===== src/rtl/rs_latch_bank_ctrl.sv =====
// Round-robin sequencer sharing a bank of enable-gated RS latches between requesters.
// Each granted request runs set-up, enable pulse and a Q read-back check.
module rs_latch_bank_ctrl #(
    parameter int NREQ      = 4,
    parameter int NLATCH    = 8,
    parameter int ADDR_W    = 3,
    parameter int SETUP_CYC = 1,
    parameter int PULSE_CYC = 2
) (
    input  logic                     clk_i,
    input  logic                     rst_i,
    input  logic [NREQ-1:0]          req_i,
    input  logic [NREQ-1:0]          op_i,
    input  logic [NREQ*ADDR_W-1:0]   addr_i,
    output logic [NREQ-1:0]          gnt_o,
    output logic [NREQ-1:0]          done_o,
    output logic [NLATCH-1:0]        ls_o,
    output logic [NLATCH-1:0]        lr_o,
    output logic [NLATCH-1:0]        le_o,
    input  logic [NLATCH-1:0]        q_i,
    output logic                     busy_o,
    output logic                     err_o
);

    localparam int PTR_W   = (NREQ > 1) ? $clog2(NREQ) : 1;
    localparam int CNT_MAX = (SETUP_CYC > PULSE_CYC) ? SETUP_CYC : PULSE_CYC;
    localparam int CNT_W   = (CNT_MAX > 1) ? $clog2(CNT_MAX) : 1;

    localparam logic [1:0] S_IDLE  = 2'd0;
    localparam logic [1:0] S_SETUP = 2'd1;
    localparam logic [1:0] S_PULSE = 2'd2;
    localparam logic [1:0] S_CHECK = 2'd3;

    logic [1:0]        state_q, state_d;
    logic [CNT_W-1:0]  cnt_q, cnt_d;
    logic [PTR_W-1:0]  ptr_q, ptr_d;
    logic              op_q, op_d;
    logic [NLATCH-1:0] sel_q, sel_d;
    logic [NREQ-1:0]   gnt_q, gnt_d;
    logic [NREQ-1:0]   done_q, done_d;
    logic [NLATCH-1:0] ls_q, ls_d, lr_q, lr_d, le_q, le_d;
    logic              busy_q, busy_d;
    logic              err_q, err_d;

    logic              win_vld;
    logic [PTR_W-1:0]  win_idx, scan_idx;
    logic              cap_op;
    logic [ADDR_W-1:0] cap_addr;
    logic [NLATCH-1:0] cap_sel;
    logic              q_bit;

    // Scan starts just after the last winner, so a persistent requester yields.
    always_comb begin
        win_vld  = 1'b0;
        win_idx  = '0;
        scan_idx = '0;
        for (int i = 1; i <= NREQ; i++) begin
            scan_idx = PTR_W'((int'(ptr_q) + i) % NREQ);
            if (!win_vld && req_i[scan_idx]) begin
                win_vld = 1'b1;
                win_idx = scan_idx;
            end
        end
    end

    // An out-of-range address yields an empty select, so no latch line is ever driven.
    always_comb begin
        cap_op   = 1'b0;
        cap_addr = '0;
        for (int i = 0; i < NREQ; i++) begin
            if (PTR_W'(i) == win_idx) begin
                cap_op   = op_i[i];
                cap_addr = addr_i[i*ADDR_W +: ADDR_W];
            end
        end
        cap_sel = (int'(cap_addr) < NLATCH) ? (NLATCH'(1) << cap_addr) : '0;
    end

    assign q_bit = |(q_i & sel_q);

    always_comb begin
        state_d = state_q;
        cnt_d   = cnt_q;
        ptr_d   = ptr_q;
        op_d    = op_q;
        sel_d   = sel_q;
        gnt_d   = gnt_q;
        done_d  = '0;
        ls_d    = ls_q;
        lr_d    = lr_q;
        le_d    = le_q;
        err_d   = err_q;
        case (state_q)
            S_IDLE: begin
                if (win_vld) begin
                    state_d = S_SETUP;
                    cnt_d   = CNT_W'(SETUP_CYC - 1);
                    ptr_d   = win_idx;
                    op_d    = cap_op;
                    sel_d   = cap_sel;
                    gnt_d   = NREQ'(1) << win_idx;
                    ls_d    = cap_op ? cap_sel : '0;
                    lr_d    = cap_op ? '0 : cap_sel;
                    le_d    = '0;
                end
            end
            S_SETUP: begin
                if (cnt_q == '0) begin
                    state_d = S_PULSE;
                    cnt_d   = CNT_W'(PULSE_CYC - 1);
                    le_d    = sel_q;
                end else begin
                    cnt_d = cnt_q - 1'b1;
                end
            end
            S_PULSE: begin
                if (cnt_q == '0) begin
                    state_d = S_CHECK;
                    le_d    = '0;
                    ls_d    = '0;
                    lr_d    = '0;
                    done_d  = gnt_q;
                end else begin
                    cnt_d = cnt_q - 1'b1;
                end
            end
            default: begin
                state_d = S_IDLE;
                gnt_d   = '0;
                if (!(|sel_q) || (q_bit != op_q))
                    err_d = 1'b1;
            end
        endcase
        busy_d = (state_d != S_IDLE);
    end

    always_ff @(posedge clk_i) begin
        if (rst_i) begin
            state_q <= S_IDLE;
            cnt_q   <= '0;
            ptr_q   <= PTR_W'(NREQ - 1);
            op_q    <= 1'b0;
            sel_q   <= '0;
            gnt_q   <= '0;
            done_q  <= '0;
            ls_q    <= '0;
            lr_q    <= '0;
            le_q    <= '0;
            busy_q  <= 1'b0;
            err_q   <= 1'b0;
        end else begin
            state_q <= state_d;
            cnt_q   <= cnt_d;
            ptr_q   <= ptr_d;
            op_q    <= op_d;
            sel_q   <= sel_d;
            gnt_q   <= gnt_d;
            done_q  <= done_d;
            ls_q    <= ls_d;
            lr_q    <= lr_d;
            le_q    <= le_d;
            busy_q  <= busy_d;
            err_q   <= err_d;
        end
    end

    assign gnt_o  = gnt_q;
    assign done_o = done_q;
    assign ls_o   = ls_q;
    assign lr_o   = lr_q;
    assign le_o   = le_q;
    assign busy_o = busy_q;
    assign err_o  = err_q;

endmodule


===== config.mk =====
export PLATFORM = sky130hd
export DESIGN_NAME = rs_latch_bank_ctrl
export DESIGN_NICKNAME = d
export VERILOG_FILES = /design/src/rtl/rs_latch_bank_ctrl.sv
export SDC_FILE = /design/constraint.sdc
export NUM_CORES = 1
export LEC_CHECK = 0
export BUFFER_PORTS_ARGS = -buffer_cell sky130_fd_sc_hd__buf_2
export CORE_ASPECT_RATIO = 1.25
export CORE_MARGIN = 4
export CORE_UTILIZATION = 47
export CTS_CLUSTER_DIAMETER = 60
export CTS_CLUSTER_SIZE = 24
export DETAILED_ROUTE_END_ITERATION = 12
export PLACE_DENSITY = 0.81
export SYNTH_ARGS = -nofsm -noshare
export SYNTH_HDL_FRONTEND = slang
export SYNTH_SLANG_ARGS = --single-unit

===== constraint.sdc =====
create_clock -name clk_i -period 1.65 [get_ports clk_i]
set_input_delay 0.33 -clock clk_i [delete_from_list [all_inputs] [get_ports clk_i]]
set_output_delay 0.33 -clock clk_i [all_outputs]
set_load 0.01 [all_outputs]

==> out/results.ini <==
[run_status]
status=finished, violations left
violations=setup timing

[clocking]
cts_sinks=48
cts_hold_buf=0
numCtsBuffers=5
clk_pin_slew_worst_paths_ps=90
root_buffer=clkbuf_8
cts_tree=yes
clock_latency_ps=300
cts_buffer_depth=2
h-tree-depth=2

[finish]
multiInputGateArea_sq_mm=0.00196
drive_gt1_share_pct=52.1
insertedDiodeCount=0
area_growth_pct=53.6
stdcell_count=450
final_nets=421
fin_area_sq_mm=0.00388
register_area_sq_um=968
nFillCells=355

[global_routing]
grt_usage_pct=21.0
grt_max_degree=17
grt_pass1_vias=2523
grt_pass1_wl_mm=11.4
gr-total-overflow=0
antenna_found_initial=0

[logic_synthesis]
synth.most_common_cell=dfxtp_1
ys_async_sr_fraction_pct=0
yosysSeqAreaShare_pct=38.1
synth_ff_type=dfxtp_1
synth-edff-count=0
synth_area_per_cell_sq_um=8.98
ys_types=46
synth_warnings=0
syn-instance-count=281
synth.largest_area_cell=dfxtp_1
synth_fp_nets=315
yosys-top-cells-area=dfxtp_1 38%, mux2i_1 10%, a22o_1 5.2%, nand2_1 5.1%, nand2b_1 3.2%
ys_ff_latch=48
synth_top_area_share_pct=38.1
yosys-top-cells-count=48 x dfxtp_1, 34 x nand2_1, 26 x mux2i_1
syn_area_sq_mm=0.00252

[sta]
worstMarginPinSlew_ps=387
setup_ws_ps=-112
slew_violations=0
fin_crit_sh_pct=107
rsz0062_at_grt=true
finalSetupTns_ps=-2590
setup_viol=33
fmax_mhz=567
finalHoldViolations=0
clock-skew-final_ps=10.6
slew_headroom_pct=74.0
fin_crit_ps=1760

[placement]
post-place-cells=434
gp_congestion=0.855
pre_cts_slack_ps=-309
io_buffers=63
hpwlAfterDp_mm=4.98
place_area_sq_mm=0.00319

[routing]
drtIter0Drc=137
ant_nets=0
totalWireLength_mm=7.08
vias=2507
drt_pass1_iterations=4
vias_per_cell=5.57
wl_per_cell_microns=15.7
drc=0

[critical_path]
crit_type=reg -> reg
crit_required_ps=1860
cp.arrival_ps=1980
cp-start-kind=flop
end_kind=flop
crit_fanout=8

[die]
initial_core_util_pct=49.0
dieArea_sq_mm=0.00661
die_x_microns=73.5
die_y_microns=89.9
ioPinCount=64
core_area_sq_mm=0.00515
fp-row-count=29

[pwr]
peakVddDrop_v=0.000757
p_per_area_mw_per_mm2=1490
p_leak_nw=1.58

[job]
cap_violations=0

[min_path]
hold_path.class=in -> reg

==> logic make-up (layout without fill, tap and decap cells) <==
logic type / Yosys count / count (layout) / synth area share [%]
XOR/XNOR: 1 / 1 / 0.347
flip-flops: 48 / 48 / 38.1
adder cells (fa/ha/maj): 4 / 4 / 1.98
AND/OR/NAND/NOR: 105 / 105 / 21.1
multiplexers: 31 / 31 / 12.7
AO/OA/AOI/OAI: 76 / 76 / 22.2
buffers and inverters: 16 / 123 / 3.57
==> timing repair <==
| action | CTS | global route |
|---|---|---|
| gates resized for setup | 65 | 40 |
| endpoints found under the setup margin | 40 | 40 |
| pin swaps | 26 | 21 |
| cloned | 0 | 0 |
| buffers inserted | 5 | 3 |
==> cell type report <==
class | count | share of cell area [%]
multi-input cells | 217 | 50.5
flip-flops and latches | 48 | 25.0
repair buffers | 110 | 19.6
clock buffers | 7 | 2.23
well taps | 62 | 2.00
inverters | 5 | 0.484
clock inverters | 1 | 0.194
==> metal layers <==
metal	global-route usage, %	up-vias	share of wire, %
met5	0	-	0
met4	8.16	0	2.6
met3	3.57	16	6.1
met2	35.8	91	52
met1	25.7	1163	40
li1	-	1237	-
==> final timing paths <==
| path | from | depth (start not counted) | end | slack, ps |
|---|---|---|---|---|
| worst max-delay path | ptr_q[0] | 6 | sel_q[0] | -110 |
| worst min-delay path | rst_i | 3 | le_o[5] | 440 |
| worst max register to register | ptr_q[0] | 6 | sel_q[0] | -110 |
| worst min register to register | err_o | 2 | err_o | 460 |
==> state kept, by name, summed over array words and instances (netlist names) <==
name / cells
gnt_o: 4
state_q: 2
ptr_q: 2
lr_o: 8
sel_q: 8
cnt_q: 1
le_o: 8
done_o: 4
busy_o: 1
ls_o: 8
op_q: 1
err_o: 1
==> power by group <==
group,internal [W],leakage (nW),total [W],switching (W)
logic,0.00181,1.15,0.00351,0.00171
registers,0.00137,0.390,0.00153,0.000163
clock network,0.000341,0.0445,0.000716,0.000376
total,0.00352,1.58,0.00576,0.00225
==> critical path, cell delays in order, from the launching register on <==
cell and delay, ps:
dfxtp_4 370, nand2b_4 150, buf_4 130, a21o_1 220, nand3_4 180, mux2_2 390
o31ai_1 240
==> placed cells by master, fill, tap and decap left out, types with 4 or more instances in the layout <==
cell type / instances
buf_4: 35
nor2b_1: 10
dfxtp_1: 44
mux2i_2: 6
nand2b_1: 11
mux2i_4: 20
clkbuf_8: 6
a22o_1: 15
nand2_2: 10
buf_12: 4
o21ai_1: 7
buf_2: 63
and2_1: 4
a22oi_1: 5
o31ai_1: 7
nand2_1: 24
nor2_1: 20
nand3_1: 8
a21oi_2: 10
buf_6: 5
==> through the flow <==
step	utilization (%)	hold slack, ps	total power (W)
after global placement	62.0	432	0.00393
final	75.2	440	0.00576
after detailed placement	62.0	446	0.00399
after CTS	71.2	407	0.00538
after floorplan	-	455	0.00314
after global routing	75.2	450	0.00609
Note: power is estimated with default switching activity, not from simulation.
